===== config.mk =====
export PLATFORM = sky130hd
export DESIGN_NAME = lsu_axi_gen2
export DESIGN_NICKNAME = d
export VERILOG_FILES = /design/src/rtl/lsu_pkg.sv /design/src/rtl/lsu_load_align.sv /design/src/rtl/lsu_axi_gen2.sv
export SDC_FILE = /design/constraint.sdc
export NUM_CORES = 1
export LEC_CHECK = 0
export CORE_ASPECT_RATIO = 0.7
export CORE_MARGIN = 2
export CORE_UTILIZATION = 45
export CTS_CLUSTER_SIZE = 20
export DETAILED_ROUTE_END_ITERATION = 10
export DONT_BUFFER_PORTS = 1
export PLACE_DENSITY_LB_ADDON = 0.12
export SKIP_LAST_GASP = 1
export SYNTH_ARGS = -nofsm -noshare
export SYNTH_HDL_FRONTEND = slang
export SYNTH_SLANG_ARGS = --single-unit

===== constraint.sdc =====
create_clock -name clk -period 10.2 [get_ports clk]
set_clock_uncertainty 0.15 [all_clocks]
set_input_delay 0.51 -clock clk [delete_from_list [all_inputs] [get_ports clk]]
set_output_delay 0.51 -clock clk [all_outputs]
set_load 0.005 [all_outputs]

===== src/rtl/lsu_pkg.sv =====
`default_nettype none
// lsu_pkg: shared size encodings, AXI response codes, FSM states and strobe helper (rev 1.0).
package lsu_pkg;

  localparam logic [1:0] SZ_B = 2'd0;
  localparam logic [1:0] SZ_H = 2'd1;
  localparam logic [1:0] SZ_W = 2'd2;
  localparam logic [1:0] SZ_D = 2'd3;

  localparam logic [1:0] AXI_RESP_OKAY = 2'b00;

  typedef enum logic [2:0] {
    IDLE,
    RD_A,
    RD_D,
    WR,
    WR_B,
    RESP
  } lsu_state_e;

  // Byte-lane enables for a 2^size access starting at byte lane off.
  function automatic logic [7:0] strb_of(input logic [1:0] size, input logic [2:0] off);
    logic [15:0] m;
    m = (16'd1 << (4'd1 << size)) - 16'd1;
    return m[7:0] << off;
  endfunction

endpackage
`default_nettype wire


===== src/rtl/lsu_load_align.sv =====
`default_nettype none
// lsu_load_align: shifts the addressed bytes of a read beat down, truncates and extends (rev 1.0).
module lsu_load_align #(
  parameter int DATA_W = 64,
  parameter int OFF_W  = $clog2(DATA_W/8)
) (
  input  logic [DATA_W-1:0] rdata,
  input  logic [OFF_W-1:0]  off,
  input  logic [1:0]        size,
  input  logic              is_unsigned,
  output logic [DATA_W-1:0] data
);
  import lsu_pkg::*;

  logic [DATA_W-1:0] shifted;
  logic              sign;
  logic              fill;
  int                nbits;

  always_comb begin
    shifted = rdata >> {off, 3'b000};
    sign    = 1'b0;
    nbits   = DATA_W;
    case (size)
      SZ_B: begin sign = shifted[7];        nbits = 8;      end
      SZ_H: begin sign = shifted[15];       nbits = 16;     end
      SZ_W: begin sign = shifted[31];       nbits = 32;     end
      SZ_D: begin sign = shifted[DATA_W-1]; nbits = DATA_W; end
    endcase
    fill = sign & ~is_unsigned;
    data = shifted;
    // Full-width accesses have nbits == DATA_W, so they pass through untouched.
    for (int i = 0; i < DATA_W; i++) begin
      if (i >= nbits) data[i] = fill;
    end
  end

endmodule
`default_nettype wire


===== src/rtl/lsu_axi_gen2.sv =====
`default_nettype none
// lsu_axi_gen2: single-outstanding load/store unit bridging MEM-stage requests to AXI4-Lite (rev 2.0).
module lsu_axi_gen2 #(
  parameter int DATA_W = 64,
  parameter int ADDR_W = 64,
  parameter int RD_W   = 5,
  parameter int OFF_W  = $clog2(DATA_W/8)
) (
  input  logic                clk,
  input  logic                rst,
  input  logic                req_valid,
  output logic                req_ready,
  input  logic                req_we,
  input  logic [ADDR_W-1:0]   req_addr,
  input  logic [DATA_W-1:0]   req_wdata,
  input  logic [1:0]          req_size,
  input  logic                req_unsigned,
  input  logic [RD_W-1:0]     req_rd,
  output logic                resp_valid,
  output logic                resp_wen,
  output logic [RD_W-1:0]     resp_rd,
  output logic [DATA_W-1:0]   resp_data,
  output logic                resp_err,
  output logic                m_axi_awvalid,
  input  logic                m_axi_awready,
  output logic [ADDR_W-1:0]   m_axi_awaddr,
  output logic                m_axi_wvalid,
  input  logic                m_axi_wready,
  output logic [DATA_W-1:0]   m_axi_wdata,
  output logic [DATA_W/8-1:0] m_axi_wstrb,
  input  logic                m_axi_bvalid,
  output logic                m_axi_bready,
  input  logic [1:0]          m_axi_bresp,
  output logic                m_axi_arvalid,
  input  logic                m_axi_arready,
  output logic [ADDR_W-1:0]   m_axi_araddr,
  input  logic                m_axi_rvalid,
  output logic                m_axi_rready,
  input  logic [DATA_W-1:0]   m_axi_rdata,
  input  logic [1:0]          m_axi_rresp
);
  import lsu_pkg::*;

  localparam int         STRB_W = DATA_W/8;
  localparam logic [1:0] MAX_SZ = 2'(OFF_W);

  lsu_state_e        state;
  logic [1:0]        size_q;
  logic              uns_q;
  logic [RD_W-1:0]   rd_q;
  logic [OFF_W-1:0]  off_q;
  logic              aw_done;
  logic              w_done;

  logic [OFF_W-1:0]  req_off;
  logic [ADDR_W-1:0] line_addr;
  logic              misaligned;
  logic [7:0]        strb8;
  logic              aw_hs;
  logic              w_hs;
  logic [DATA_W-1:0] load_data;

  assign req_off    = req_addr[OFF_W-1:0];
  assign line_addr  = {req_addr[ADDR_W-1:OFF_W], {OFF_W{1'b0}}};
  assign misaligned = (req_size > MAX_SZ) ||
                      ((req_addr[2:0] & ((3'd1 << req_size) - 3'd1)) != 3'd0);
  assign strb8      = strb_of(req_size, 3'(req_off));
  assign aw_hs      = m_axi_awvalid & m_axi_awready;
  assign w_hs       = m_axi_wvalid & m_axi_wready;
  assign req_ready  = (state == IDLE) && !rst;

  lsu_load_align #(
    .DATA_W (DATA_W),
    .OFF_W  (OFF_W)
  ) u_align (
    .rdata       (m_axi_rdata),
    .off         (off_q),
    .size        (size_q),
    .is_unsigned (uns_q),
    .data        (load_data)
  );

  always_ff @(posedge clk or posedge rst) begin
    if (rst) begin
      state         <= IDLE;
      size_q        <= '0;
      uns_q         <= 1'b0;
      rd_q          <= '0;
      off_q         <= '0;
      aw_done       <= 1'b0;
      w_done        <= 1'b0;
      resp_valid    <= 1'b0;
      resp_wen      <= 1'b0;
      resp_err      <= 1'b0;
      resp_rd       <= '0;
      resp_data     <= '0;
      m_axi_awvalid <= 1'b0;
      m_axi_awaddr  <= '0;
      m_axi_wvalid  <= 1'b0;
      m_axi_wdata   <= '0;
      m_axi_wstrb   <= '0;
      m_axi_bready  <= 1'b0;
      m_axi_arvalid <= 1'b0;
      m_axi_araddr  <= '0;
      m_axi_rready  <= 1'b0;
    end else begin
      // The response is a single-cycle pulse; its fields return to 0 afterwards.
      resp_valid <= 1'b0;
      resp_wen   <= 1'b0;
      resp_err   <= 1'b0;
      resp_rd    <= '0;
      resp_data  <= '0;
      case (state)
        IDLE: begin
          if (req_valid) begin
            size_q <= req_size;
            uns_q  <= req_unsigned;
            rd_q   <= req_rd;
            off_q  <= req_off;
            if (misaligned) begin
              state      <= RESP;
              resp_valid <= 1'b1;
              resp_err   <= 1'b1;
              resp_rd    <= req_rd;
            end else if (req_we) begin
              state         <= WR;
              aw_done       <= 1'b0;
              w_done        <= 1'b0;
              m_axi_awvalid <= 1'b1;
              m_axi_awaddr  <= line_addr;
              m_axi_wvalid  <= 1'b1;
              m_axi_wdata   <= req_wdata << {req_off, 3'b000};
              m_axi_wstrb   <= strb8[STRB_W-1:0];
            end else begin
              state         <= RD_A;
              m_axi_arvalid <= 1'b1;
              m_axi_araddr  <= line_addr;
            end
          end
        end
        RD_A: begin
          if (m_axi_arready) begin
            m_axi_arvalid <= 1'b0;
            m_axi_araddr  <= '0;
            m_axi_rready  <= 1'b1;
            state         <= RD_D;
          end
        end
        RD_D: begin
          if (m_axi_rvalid) begin
            m_axi_rready <= 1'b0;
            resp_valid   <= 1'b1;
            resp_err     <= (m_axi_rresp != AXI_RESP_OKAY);
            resp_wen     <= (m_axi_rresp == AXI_RESP_OKAY);
            resp_rd      <= rd_q;
            resp_data    <= load_data;
            state        <= RESP;
          end
        end
        WR: begin
          if (aw_hs) begin
            m_axi_awvalid <= 1'b0;
            m_axi_awaddr  <= '0;
            aw_done       <= 1'b1;
          end
          if (w_hs) begin
            m_axi_wvalid <= 1'b0;
            m_axi_wdata  <= '0;
            m_axi_wstrb  <= '0;
            w_done       <= 1'b1;
          end
          // Handshakes landing in this very cycle count towards completion.
          if ((aw_done || aw_hs) && (w_done || w_hs)) begin
            m_axi_bready <= 1'b1;
            state        <= WR_B;
          end
        end
        WR_B: begin
          if (m_axi_bvalid) begin
            m_axi_bready <= 1'b0;
            resp_valid   <= 1'b1;
            resp_err     <= (m_axi_bresp != AXI_RESP_OKAY);
            resp_rd      <= rd_q;
            state        <= RESP;
          end
        end
        RESP:    state <= IDLE;
        default: state <= IDLE;
      endcase
    end
  end

endmodule
`default_nettype wire


* Word level (Yosys, flattened, before mapping)
Index checks and enable logic that the tools add are counted.
Operators by class: $add $sub $neg 2, order comparisons 65, equality and inequality tests 17, shift operators 6, mux-type cells 136, bitwise operators 5, reduce and logical (&&, ||, !) cells 23
Operators by type and width (number):
- $ge A7 B32 Y1 const A | 32
- $mux W64 | 14
- $ge A6 B32 Y1 const A | 16
- $pmux W64 S2 | 3
- $ge A5 B32 Y1 const A | 8
- $ge A4 B32 Y1 const A | 4
- $pmux W32 S4 | 1
- $mux W1 | 90
- $ge A3 B32 Y1 const A | 2
- $shl A64 B6 Y64 | 1
- $shr A64 B6 Y64 | 1
- $ge A1 B32 Y1 const A | 1
- $ge A2 B32 Y1 const A | 1
- $mux W8 | 4
- $mux W5 | 4
- $ne A2 B2 Y1 const B | 10
- $reduce_and A5 Y1 | 4
- $mux W3 | 6
- $pmux W8 S2 | 1
- $pmux W3 S5 | 1
- $pmux W5 S3 | 1
- $pmux W1 S2 | 7
- $reduce_bool A2 Y1 | 6
- $shl A1 B4 Y8 const A | 1
- 25 further kinds | 35
Word-level totals: register bits after elaboration 293, input bits 213, output and inout port bits 278, word-level logic and storage cells 275

* Logic depth before layout (Yosys ltp)
depth after elaboration 8, gate-level depth with buffers 8, depth with buffers taken out 5

* Hierarchy
Synthesis repeated with hierarchy kept, for this count alone.
Unflattened totals: cell total of the unflattened synthesis 1406, area total of the unflattened synthesis 14714.1 um^2
By module, submodules not included:
- lsu_axi_gen2 | times used 1, cells each 1096, area an instance 12614.6 um^2, sequential area each 7181.9 um^2
- lsu_load_align | times used 1, cells each 310, area an instance 2099.5 um^2, sequential area each 0.0 um^2

* Worst setup path after synthesis
No wires, ideal clock.
kind in2reg, from input port req_addr[0], to register m_axi_wdata[56], library setup time 83 ps, arrival 1830 ps, required time 9967 ps, setup slack 8137 ps, stages on the path 7, path buffers 4, path through buf_2 buf_4 buf_2 buf_2 mux2i_1 mux2i_1 o21ai_0
On the way: cells in the longest elaborated chain, start to end 5, elaborated cells between the ends (all ways) 10, those cells by class eq/ne (1); shift (1); mux (4); bitwise (1); reduce/logical (3)
RTL lines:
- start: declaration | RTL line lsu_axi_gen2.sv:14 | input logic [ADDR_W-1:0] req_addr,
- $shl A64 B6 Y64 / $and A3 B3 Y3 (equally long branches) | RTL line lsu_axi_gen2.sv:132, lsu_axi_gen2.sv:66
- $mux W64 / $reduce_bool A3 Y1 (equally long branches) | RTL line lsu_axi_gen2.sv:125, lsu_axi_gen2.sv:66
- $mux W64 / $logic_or A1 B1 Y1 (equally long branches) | RTL line lsu_axi_gen2.sv:120, lsu_axi_gen2.sv:65
- $mux W64 / $ne A2 B2 Y1 (equally long branches)
- $pmux W64 S2 / $reduce_and A5 Y1 (equally long branches)
- end signal: assignment | RTL line lsu_axi_gen2.sv:132 | m_axi_wdata <= req_wdata << {req_off, 3'b000};
- end: declaration | RTL line lsu_axi_gen2.sv:29 | output logic [DATA_W-1:0] m_axi_wdata,
Parallel ways exist; a longest one is shown, timed or not. The select of a mux whose other input is x is not followed. A chain may end at the register's enable or synchronous reset.

* Worst setup path in the final report
from register state[0], to register m_axi_wdata[19]
On the way: cells in the longest elaborated chain, start to end 3, elaborated cells between the ends (all ways) 9, those cells by class eq/ne (5); mux (1); reduce/logical (3)
RTL lines:
- start: declaration | RTL line lsu_axi_gen2.sv:47 | lsu_state_e state;
- start signal: assignment | RTL line lsu_axi_gen2.sv:85 | state <= IDLE;
- start signal: assignment | RTL line lsu_axi_gen2.sv:121 | state <= RESP;
- start signal: assignment | RTL line lsu_axi_gen2.sv:126 | state <= WR;
- $eq A3 B2 Y1 / $logic_not A3 Y1 (equally long branches) | RTL line lsu_axi_gen2.sv:113 | case (state)
- $ne A2 B2 Y1 (no line) / $reduce_bool A2 Y1 (equally long branches)
- $reduce_and A5 Y1 (no line)
Parallel ways exist; a longest one is shown, timed or not.

==> flow_metrics.env <==
export IMPL_core_area_um2=30900
export IMPL_fmax_ghz=0.290
export IMPL_seq_area_um2=7190
export IMPL_hold_viol=0
export IMPL_crit_type="reg2reg"
export IMPL_dr_first_iter_drc_count=781
export IMPL_post_place_ws_ns=6.72
export IMPL_place_inst=1590
export IMPL_vias_per_cell=5.94
export IMPL_max_slew_margin_rel_pct=23.0
export IMPL_numPortBuffers=0
export IMPL_total_power_mw=4.38
export IMPL_cp_max_fo=82
export IMPL_vdd_ir_drop_max_uv=170
export IMPL_synth_edf_count=0
export IMPL_rsz0062_at_grt="no"
export IMPL_worst_ep_arrival_time_ns=3.79
export IMPL_cts_buffers=29
export IMPL_n_fill_cell=2797
export IMPL_drv_slew=0
export IMPL_synth_warnings=0
export IMPL_grtUsageTotal_pct=26.7
export IMPL_combPwrFrac_pct=27.8
export IMPL_netSwitchingPower_mw=1.54
export IMPL_dr_pass1_iters=5
export IMPL_worstHoldPathType="in2reg"
export IMPL_grt_pass1_wl_mm=67.6
export IMPL_p_per_area_nw_per_um2=271
export IMPL_required_ns=10.54
export IMPL_whs_ns=0.0259
export IMPL_ys_types=51
export IMPL_cts_max_level=1
export IMPL_cts_tree="yes"
export IMPL_post_route_drc_count=0
export IMPL_status="finished, final reports clean"
export IMPL_dieArea_um2=32700
export IMPL_synth_area_per_cell_um2=11.1
export IMPL_start_kind="register"
export IMPL_detail_route_wl_per_cell_um=25.5
export IMPL_drive_above_1_share_pct=13.1
export IMPL_multiInputGateArea_um2=6330
export IMPL_slowest_stage="nor2_2"
export IMPL_synth_seq_area_share_pct=51.1
export IMPL_synthFlopType="dfrtp_1"
export IMPL_post_dp_hpwl_mm=30.1
export IMPL_insertion_delay_ns=0.56
export IMPL_place_area_um2=14200
export IMPL_synthArstFlopShare_pct=100
export IMPL_design_area_um2=16200
export IMPL_internal_power_mw=2.84
export IMPL_io_pin_count=491
export IMPL_path_cells="buf_4 -> nor4b_4 -> nand3_2 -> nor2_2 -> a22o_1"
export IMPL_stdcell_count=1736
export IMPL_tns_ns=0
export IMPL_nets=1506
export IMPL_setup_worst_path_end_class="register"
export IMPL_routed_wirelength_mm=44.3
export IMPL_fin_crit_sh_pct=33.8
export IMPL_die_x_um=215
export IMPL_place_gp_congestion=0.883
export IMPL_vias=10300
export IMPL_leakagePower_nw=7.33
export IMPL_grt_overflow=0
export IMPL_rows=54
export IMPL_p_sw_share_pct=35.2
export IMPL_grt_pass1_vias=10400
export IMPL_drv_cap=0
export IMPL_initial_core_util_pct=45.4
export IMPL_finalWorstSetupSlack_ns=6.76
export IMPL_setup_viol=0
export IMPL_netlist_instances=1267
export IMPL_die_h_um=152
export IMPL_antenna_found_initial=3
export IMPL_ys_ff_latch=287
export IMPL_cts_path_max_buffers=3
export IMPL_syn_area_um2=14000
export IMPL_syn_to_final_growth_pct=15.1
export IMPL_path_clk_slew_ns=0.06
export IMPL_pwr_share_seq_pct=45.1
export IMPL_ant_nets=0
export IMPL_tightest_slew_ns=1.15
export IMPL_clock_power_share_pct=27.1
export IMPL_grt_max_degree=149
export IMPL_cts_sinks=287
export IMPL_post_cts_setup_buffer_count=0
export IMPL_critPathMaxStageDelay_ns=1.15
export IMPL_cts_root_buf="clkbuf_16"
export IMPL_postLayoutCoreUtil_pct=52.2
export IMPL_finalCriticalPeriod_ns=3.44
## cells by family after synthesis
logic type             count (synthesis)  share of synthesized area, %
AO/OA/AOI/OAI                        376                          18.0
AND/OR/NAND/NOR                      324                          10.9
multiplexers                         157                          15.7
other                                  1                        0.0267
buffers and inverters                122                          4.26
flip-flops                           287                          51.1
## synthesized netlist by cell type, drive strengths merged (2+ instances only)
cell | n | area share [%]
a211oi | 18 | 0.96
dfrtp | 287 | 51
a22o | 102 | 6.4
nor4b | 2 | 0.23
o21ai | 154 | 5.7
o21a | 3 | 0.16
a21o | 9 | 0.48
o22a | 2 | 0.12
or2 | 7 | 0.31
nand2 | 153 | 4.1
nor2 | 62 | 1.7
a31oi | 9 | 0.45
a21oi | 50 | 1.8
buf | 71 | 2.9
and2 | 8 | 0.36
a221o | 2 | 0.14
mux4 | 49 | 7.9
nand3 | 2 | 0.11
mux2i | 88 | 6.3
nor3 | 5 | 0.34
o21ba | 2 | 0.14
o31ai | 11 | 0.62
inv | 6 | 0.16
mux2 | 20 | 1.6
o221a | 9 | 0.72
nand2b | 67 | 3.0
nor4 | 3 | 0.13
clkbuf | 45 | 1.2
nor2b | 11 | 0.49
## sequential cells by signal (all words and copies together), names as in the netlist, 2 cells and up
name,cells
rd_q,5
resp_data,64
m_axi_wstrb,8
m_axi_araddr,61
resp_rd,5
m_axi_awaddr,61
size_q,2
off_q,3
m_axi_wdata,64
state,3
## power groups by stage
stage	combinational, mW	sequential (mW)	clock, mW
6_report	1.22	1.98	1.19
5_1_grt	1.36	2.03	1.26
4_1_cts	1.22	1.98	1.21
3_5_place_dp	1.19	1.99	0
3_3_place_gp	1.16	2.00	0
2_1_floorplan	1.10	1.74	0
## worst max-delay path, delay by kind of cell, from the launching register on
| kind | cells | cell delay [ns] |
|---|---|---|
| AO/OA/AOI/OAI | 1 | 0.26 |
| buffers and inverters | 1 | 0.35 |
| flip-flops | 1 | 0.38 |
| AND/OR/NAND/NOR | 3 | 2.22 |
## final cells by class
type                    count  area share [%]
diodes                      1          0.0155
clock buffers              41            5.20
clock inverters            12            1.36
inverters                   6           0.186
multi-input cells         863            39.2
flip-flops and latches    287            44.5
well taps                 420            3.25
repair buffers            106            6.35
## layout by cell type, fill, tap and decap left out, types with 6 or more instances in the layout
cell type | synthesis | routed
a31oi_1 | 8 | 7
dlygate4sd3_1 | 0 | 92
nor2b_1 | 11 | 11
o31ai_1 | 10 | 10
clkbuf_8 | 0 | 7
or2_2 | 6 | 6
conb_1 | 1 | 6
mux4_2 | 49 | 49
nor2_1 | 62 | 61
bufinv_16 | 0 | 6
and2_1 | 8 | 8
dfrtp_1 | 287 | 284
a21o_1 | 9 | 9
buf_4 | 14 | 14
o21ai_0 | 146 | 146
a21oi_1 | 49 | 49
o221a_2 | 9 | 9
mux2_2 | 20 | 20
nand2_1 | 152 | 152
o21ai_2 | 8 | 8
a211oi_1 | 18 | 18
a22o_1 | 102 | 102
mux2i_1 | 88 | 88
clkbuf_16 | 0 | 29
nand2b_1 | 67 | 67
## layer usage
| layer | vias up | track usage (%) | share of wire (%) |
|---|---|---|---|
| met5 | - | 0 | 0.027 |
| met4 | 2 | 6.44 | 2.6 |
| met3 | 71 | 9.29 | 9.3 |
| met2 | 400 | 42.0 | 46 |
| met1 | 5217 | 35.7 | 42 |
| li1 | 4623 | - | - |
## repair_timing
action                    in CTS  in global routing
hold endpoints to repair     308                  0
hold buffers                  92                  0
gates resized for setup        0                  0
## path summary, 6_finish.rpt
| kind | depth (start not counted) | slack [ns] | end | from |
|---|---|---|---|---|
| worst max-delay path | 5 | 6.76 | m_axi_wdata[19] | state[0] |
| worst min-delay path | 2 | 0.03 | resp_data[54] | m_axi_rdata[54] |
| worst max register to register | 5 | 6.76 | m_axi_wdata[19] | state[0] |
| worst min register to register | 1 | 0.34 | resp_rd[3] | rd_q[3] |
| max in group asynchronous | 4 | 7.07 | m_axi_awaddr[44] | rst |
| min in group asynchronous | 2 | 0.56 | state[0] | rst |
Power figures use the tool's default switching activity.
